<file path="config.mk">
export PLATFORM = sky130hd
export DESIGN_NAME = sevenseg_scan_driver
export DESIGN_NICKNAME = d
export VERILOG_FILES = /design/src/rtl/sevenseg_scan_driver.sv
export SDC_FILE = /design/constraint.sdc
export NUM_CORES = 1
export LEC_CHECK = 0
export CAP_MARGIN = 20
export CORE_MARGIN = 2
export CORE_UTILIZATION = 55
export CTS_BUF_LIST = sky130_fd_sc_hd__clkbuf_8 sky130_fd_sc_hd__clkbuf_16
export CTS_CLUSTER_DIAMETER = 120
export CTS_CLUSTER_SIZE = 14
export DETAILED_ROUTE_END_ITERATION = 8
export GPL_TIMING_DRIVEN = 0
export PLACE_DENSITY_LB_ADDON = 0.3
export SLEW_MARGIN = 20
export SYNTH_ARGS = -nofsm -noshare
export SYNTH_HDL_FRONTEND = slang
export SYNTH_SLANG_ARGS = --single-unit
</file>
<file path="constraint.sdc">
create_clock -name clk -period 2.8 [get_ports clk]
set_clock_uncertainty 0.15 [all_clocks]
set_input_delay 0.56 -clock clk [delete_from_list [all_inputs] [get_ports clk]]
set_output_delay 0.56 -clock clk [all_outputs]
set_load 0.005 [all_outputs]
</file>
<file path="src/rtl/sevenseg_scan_driver.sv">
// Multiplexed common-anode seven-segment driver: valid/ready binary input, sequential
// double-dabble BCD conversion, leading-zero blanking, overflow dashes and a direction glyph.
module sevenseg_scan_driver #(
   parameter int unsigned N_DIGITS     = 4,
   parameter int unsigned VALUE_W      = 12,
   parameter int unsigned MODE_DIGIT   = 1,
   parameter int unsigned REFRESH_BITS = 18
) (
   input  logic                clk,
   input  logic                rst_n,
   input  logic [VALUE_W-1:0]  VALUE,
   input  logic                VALUE_VALID,
   output logic                READY,
   input  logic                DIR,
   input  logic                BLANK_EN,
   output logic [6:0]          SEG,
   output logic [N_DIGITS-1:0] AN
);

   localparam int unsigned NUM   = N_DIGITS - MODE_DIGIT;
   localparam int unsigned BCD_D = (VALUE_W * 3) / 10 + 1;
   localparam int unsigned BCD_W = 4 * BCD_D;
   localparam int unsigned EXT_D = (NUM > BCD_D) ? NUM : BCD_D;
   localparam int unsigned IDX_W = $clog2(N_DIGITS);
   localparam int unsigned CNT_W = $clog2(VALUE_W + 1);

   typedef enum logic [1:0] {StIdle, StShift, StCommit} state_e;

   state_e                  state_q, state_d;
   logic [VALUE_W-1:0]      bin_q, bin_d;
   logic [BCD_W-1:0]        bcd_q, bcd_d;
   logic [CNT_W-1:0]        cnt_q, cnt_d;
   logic                    ready_q, ready_d;
   logic [4*NUM-1:0]        disp_q, disp_d;
   logic                    ovf_q, ovf_d;
   logic                    dir_q;
   logic [REFRESH_BITS-1:0] refresh_q, refresh_d;
   logic [IDX_W-1:0]        idx_q, idx_d;
   logic [6:0]              seg_q, seg_d;
   logic [N_DIGITS-1:0]     an_q, an_d;

   logic [BCD_W-1:0]        bcd_adj;
   logic [4*EXT_D-1:0]      bcd_ext;
   logic [3:0]              dig;
   logic                    nz;

   function automatic logic [6:0] bcd_glyph(input logic [3:0] d);
      case (d)
         4'd0:    bcd_glyph = 7'b1000000;
         4'd1:    bcd_glyph = 7'b1111001;
         4'd2:    bcd_glyph = 7'b0100100;
         4'd3:    bcd_glyph = 7'b0110000;
         4'd4:    bcd_glyph = 7'b0011001;
         4'd5:    bcd_glyph = 7'b0010010;
         4'd6:    bcd_glyph = 7'b0000010;
         4'd7:    bcd_glyph = 7'b1111000;
         4'd8:    bcd_glyph = 7'b0000000;
         4'd9:    bcd_glyph = 7'b0011000;
         default: bcd_glyph = 7'b1000000;
      endcase
   endfunction

   // Converter: one double-dabble step per cycle, then a single-cycle atomic commit.
   always_comb begin
      state_d = state_q;
      bin_d   = bin_q;
      bcd_d   = bcd_q;
      cnt_d   = cnt_q;
      ready_d = ready_q;
      disp_d  = disp_q;
      ovf_d   = ovf_q;
      bcd_adj = bcd_q;
      for (int i = 0; i < BCD_D; i++) begin
         if (bcd_q[4*i +: 4] >= 4'd5) bcd_adj[4*i +: 4] = bcd_q[4*i +: 4] + 4'd3;
      end
      bcd_ext = '0;
      bcd_ext[BCD_W-1:0] = bcd_q;
      unique case (state_q)
         StIdle: begin
            if (VALUE_VALID) begin
               bin_d   = VALUE;
               bcd_d   = '0;
               cnt_d   = CNT_W'(VALUE_W);
               ready_d = 1'b0;
               state_d = StShift;
            end
         end
         StShift: begin
            {bcd_d, bin_d} = {bcd_adj, bin_q} << 1;
            cnt_d = cnt_q - 1'b1;
            if (cnt_q == CNT_W'(1)) state_d = StCommit;
         end
         StCommit: begin
            disp_d  = bcd_ext[4*NUM-1:0];
            ovf_d   = |(bcd_ext >> (4 * NUM));
            ready_d = 1'b1;
            state_d = StIdle;
         end
         default: state_d = StIdle;
      endcase
   end

   // Scan and glyph selection; SEG/AN are registered from the current index.
   always_comb begin
      refresh_d = refresh_q + 1'b1;
      idx_d     = idx_q;
      if (&refresh_q) begin
         idx_d = (idx_q == IDX_W'(N_DIGITS - 1)) ? '0 : idx_q + 1'b1;
      end
      for (int i = 0; i < N_DIGITS; i++) an_d[i] = (idx_q != IDX_W'(i));
      dig = '0;
      nz  = 1'b0;
      for (int i = 0; i < NUM; i++) begin
         if (idx_q == IDX_W'(i)) dig = disp_q[4*i +: 4];
         if (IDX_W'(i) >= idx_q && disp_q[4*i +: 4] != 4'd0) nz = 1'b1;
      end
      if (MODE_DIGIT != 0 && idx_q == IDX_W'(N_DIGITS - 1)) begin
         seg_d = dir_q ? 7'b0101111 : 7'b0001110;
      end else if (ovf_q) begin
         seg_d = 7'b0111111;
      end else if (BLANK_EN && idx_q != '0 && !nz) begin
         seg_d = 7'b1111111;
      end else begin
         seg_d = bcd_glyph(dig);
      end
   end

   always_ff @(posedge clk) begin
      if (!rst_n) begin
         state_q   <= StIdle;
         bin_q     <= '0;
         bcd_q     <= '0;
         cnt_q     <= '0;
         ready_q   <= 1'b1;
         disp_q    <= '0;
         ovf_q     <= 1'b0;
         dir_q     <= 1'b0;
         refresh_q <= '0;
         idx_q     <= '0;
         seg_q     <= 7'h7F;
         an_q      <= '1;
      end else begin
         state_q   <= state_d;
         bin_q     <= bin_d;
         bcd_q     <= bcd_d;
         cnt_q     <= cnt_d;
         ready_q   <= ready_d;
         disp_q    <= disp_d;
         ovf_q     <= ovf_d;
         dir_q     <= DIR;
         refresh_q <= refresh_d;
         idx_q     <= idx_d;
         seg_q     <= seg_d;
         an_q      <= an_d;
      end
   end

   assign READY = ready_q;
   assign SEG   = seg_q;
   assign AN    = an_q;

endmodule

</file>
# == After elaboration in Yosys (flattened, before gate mapping) ==
# Memory sizes are Yosys's and may differ from the RTL's.
# Index checks and enable logic that the tools add are counted.
# totals
romBits,112
register_bits,80
in_bits,17
word_cells,83
n_memories,1
output_inout_bits,12
# classes
n_reduce_logical,19
muxes,26
n_lt_le_gt_ge,7
addsub,7
n_eq_ne,11
# memory_table
name,depth,word_bits,rd,rd_clocked_by_memory_dff,wr,line,rtl
(name not given),16,7,1,0,0,48,case (d)
# op_table
operator,n
$pmux W16 S2,1
$mux W4,7
$pmux W12 S2,1
$mux W7,3
$add A18 B1 Y18 const B,1
$reduce_and A18 Y1,1
$ge A4 B3 Y1 const B,4
$mux W16,1
$add A4 B2 Y4 const B,3
$mux W12,1
$reduce_bool A4 Y1,3
$ne A2 B2 Y1 const B,4
$pmux W4 S2,1
$eq A2 B2 Y1 const B,3
$mux W2,3
$mux W6,1
$reduce_and A2 Y1,3
$reduce_bool A2 Y1,3
$logic_and A1 B1 Y1,5
$eq A2 B1 Y1 const B,2
$eq A4 B1 Y1 const B,1
$ge A1 B2 Y1 const A,2
$logic_not A2 Y1,2
$mux W1,4
10 further kinds,10

# == Longest topological paths before layout ==
# logic_depth
ltp_word,10
mapped_depth,10
ltp_nobuf,9

# == Least setup slack after synthesis ==
# Ideal clock, no wire load.
# synth_path
path_kind,flip-flop to flip-flop
start,register idx_q[0]
end,"register seg_q[4], in the netlist SEG[4]"
path_slack_ns,0.548
path_stages_with_launch,11
required_time_ns,2.530
setup_ns,0.120
synth_period_minus_slack_ns,2.252
n_path_buf,1
arrival_time_ns,1.982
cell_sequence,dfxtp_1 > inv_1 > ha_1 > buf_2 > nor2b_1 > a21oi_1 > inv_1 > ha_1 > mux2i_1 > o22ai_1 > o31a_1
# synth_via
elab_chain_cells,10
word_cells_on_any_way,24
classes_between,order compare (3); eq/ne (3); mux (9); reduce/logical (8); memory (1)
# synth_lines
element,line,rtl
start: declaration,38,"logic [IDX_W-1:0] idx_q, idx_d;"
start signal: assignment,152,idx_q <= idx_d;
branches (longest 9 deep; another with $mem_v2 Z16 W7),-,
$mux W7 *,117,if (MODE_DIGIT != 0 && idx_q == IDX_W'(N_DIGITS - 1)) begin
end signal: assignment,153,seg_q <= seg_d;
end: declaration,39,"logic [6:0] seg_q, seg_d;"
# Every way passes the cells marked *.
# A chain may end at the register's enable or synchronous reset.

# == Worst setup path after layout ==
# Ends and elaborated chain as after synthesis.

==> impl_metrics.yaml <==
logic_synthesis:
  ys.flop_type: "dfxtp_1"
  synth_seq_cells: 80
  ys.warnings.count: 0
  avgSynthCellArea_um2: 8.60
  yosysUniqueCellTypes: 45
  synth_seq_area_share: 0.426
  async_reset_ff_frac: 0
  synth-edff-count: 0
  syn_inst: 437
  synth_area_um2: 3760
  synth_fp_nets: 478
worst_setup_path:
  crit_path_end_kind: "flip-flop"
  critPathRequiredTime_ns: 2.90
  regToRegSetupSlack_ns: 0.25
  critical_path_class: "flip-flop to flip-flop"
  cp_max_fo: 9
  r2r_end: "SEG[4]$_SDFF_PN1_"
  start_kind: "flip-flop"
  reg2reg_depth: 10
  r2r_start: "idx_q[0]$_SDFFE_PN0P_"
  crit_arrival_ns: 2.64
cells_and_area:
  multi_input_comb_area_um2: 2000
  seq_area_um2: 1600
  most-common-layout-cells: "80 x dfxtp_1, 70 x nand2_1, 35 x o21ai_0"
  final_common_cell: "dfxtp_1"
  fin_cells: 561
  antennaDiodeCount: 0
  drive_gt1_frac: 0.0728
  fin_nets: 517
  nFillCells: 597
  area_growth_pct: 15.6
placed_design:
  dp_hpwl_mm: 5.23
  gp_congestion: 0.781
  port_buffers: 28
  dp.cells: 545
  pre_cts_slack_ns: 0.272
sta:
  slew_violations: 0
  tightest_slew_ns: 0.500
  timing.final.ws_setup_ns: 0.254
  setup_viol: 0
  max_freq_ghz: 0.393
  fin_crit_ns: 2.55
  finalHoldViolations: 0
  slew_headroom: 0.666
  setup_tns_ns: 0
  finalCritPeriodShare: 0.909
  rsz0062_at_grt: "false"
clock_tree:
  clkSinkCount: 80
  cts.repair.resized: 0
  clk_pin_slew_ns: 0.09
  hold_buffers: 0
  post_cts_buffers: 0
  cts_max_level: 3
  clk_latency_ns: 0.36
  cts_buffers: 9
  clockBufferDepth: 2
  cts_tree: "yes"
  cts_root_buffer: "clkbuf_8"
floorplanning:
  io_pins: 29
  die_w_um: 86.7
  design.core.area_um2: 6720
  start_util: 0.559
  dieArea_um2: 7510
  num_rows: 30
  die_h_um: 86.7
detailed_routing:
  route.met2.wl_mm: 3.46
  avgViaCountPerCell: 5.30
  wl_mm: 7.35
  wire_per_inst_um: 13.1
  wl_met1_mm: 3.59
  top_layer: "met4"
  first_pass_iters: 5
  wl_met3_um: 216
  drc: 0
  ant_nets: 0
  drtIter0Drc: 106
  num_vias: 2975
power_and_ir_drop:
  clkPwrFrac: 0.387
  p_switching_mw: 0.558
  ir_worst_vdd_mv: 0.278
  p_int_mw: 1.70
  seq_power_share: 0.533
  switching_share: 0.247
  totalPowerFinal_mw: 2.26
  pwr-share-comb: 0.080
  leakage_nw: 1.72
  power_density_nw_per_um2: 520
global_routing:
  grt_pass1_vias: 2867
  grt_max_degree: 15
  grt_usage: 0.213
  grt_pass1_wl_mm: 12.8
  antenna_found_initial: 0
  gr-total-overflow: 0
hold_path:
  hold_path_depth: 2
  min-delay-start: "bin_q[8]$_SDFFE_PN0P_"
  holdPathEnd: "bin_q[9]$_SDFFE_PN0P_"
  hold_path.class: "flip-flop to flip-flop"
run:
  drv_cap: 0
run_status:
  status: "finished clean"
power by group through the flow:
stage	sequential, mW	clock [mW]	combinational (mW)
2_1_floorplan	1.22	0	0.109
3_3_place_gp	1.23	0	0.175
3_5_place_dp	1.23	0	0.180
4_1_cts	1.20	0.888	0.182
5_1_grt	1.21	0.937	0.205
6_report	1.20	0.874	0.181
layout make-up:
cell class,instances,area share
Inverter,18,0.0156
Clock inverter,6,0.0156
Clock buffer,10,0.0317
Buffer,18,0.0199
Multi-Input combinational cell,321,0.461
Tap cell,80,0.0230
Timing Repair Buffer,28,0.0645
Sequential cell,80,0.369
worst max-delay path: stages, from the launching register on:
cell	delay, ns
dfxtp_1	0.44
inv_1	0.10
ha_1	0.20
buf_2	0.17
nor2b_1	0.14
a21oi_1	0.35
inv_1	0.18
ha_1	0.23
mux2i_1	0.13
o22ai_1	0.10
o31a_1	0.24
cell usage after synthesis (2+ instances only):
master	count	share of area
nand4_1	3	0.0050
o211ai_1	2	0.0040
nand3_1	19	0.025
a22oi_1	3	0.0060
inv_1	17	0.017
o21ai_0	35	0.047
o221ai_1	3	0.0070
mux2i_1	2	0.0053
nor3_1	7	0.0093
clkbuf_1	8	0.0080
o22ai_1	3	0.0050
dfxtp_1	80	0.43
nor4_1	2	0.0033
nor2b_1	9	0.015
nor2_2	2	0.0033
and3_1	7	0.012
nand2_1	70	0.070
xor2_1	10	0.023
xnor2_1	13	0.030
a22o_1	4	0.0093
o31ai_1	5	0.010
buf_2	9	0.012
nand2b_1	7	0.012
and2_1	15	0.025
a21oi_1	25	0.033
nand3b_1	3	0.0060
a21boi_0	12	0.024
nor2_1	22	0.022
ha_1	24	0.080
cells by family (layout without fill, tap and decap cells):
group	Yosys count	after routing	share of synthesized area
flip-flops	80	80	0.426
buffers and inverters	36	80	0.0409
XOR/XNOR	23	23	0.0536
multiplexers	2	2	0.00533
AO/OA/AOI/OAI	98	98	0.162
adder cells (fa/ha/maj)	24	24	0.0799
AND/OR/NAND/NOR	174	174	0.232
worst max-delay path by stage:
stage | from | endpoint | slack, ns | cells past startpoint
after floorplan | idx_q[0]$_SDFFE_PN0P_ | SEG[4]$_SDFF_PN1_ | 0.55 | 10
after global placement | idx_q[0]$_SDFFE_PN0P_ | SEG[4]$_SDFF_PN1_ | 0.31 | 10
after detailed placement | idx_q[1]$_SDFFE_PN0P_ | SEG[4]$_SDFF_PN1_ | 0.27 | 10
after CTS | idx_q[1]$_SDFFE_PN0P_ | SEG[4]$_SDFF_PN1_ | 0.27 | 10
after global routing | idx_q[0]$_SDFFE_PN0P_ | SEG[4]$_SDFF_PN1_ | 0.02 | 10
final | idx_q[0]$_SDFFE_PN0P_ | SEG[4]$_SDFF_PN1_ | 0.25 | 10
registers in the layout, summed over array words and instances, names as in the netlist:
register / cells
state_q: 2
cnt_q: 4
dir_q: 1
AN: 4
refresh_q: 18
SEG: 7
bin_q: 12
bcd_ext: 16
READY: 1
disp_q: 12
ovf_q: 1
idx_q: 2
through the flow:
step,utilization,hold slack [ns],area (µm²)
3_5_place_dp,0.616,0.292,4140
6_report,0.647,0.299,4340
2_1_floorplan,-,0.266,3760
3_3_place_gp,0.616,0.283,4140
4_1_cts,0.647,0.306,4340
5_1_grt,0.647,0.324,4340
metal layers:
metal,up-vias,GRT usage
met5,-,0
li1,1563,-
met3,11,0.0600
met2,45,0.352
met1,1356,0.275
met4,0,0.0511
Note: power is estimated with default switching activity, not from simulation.
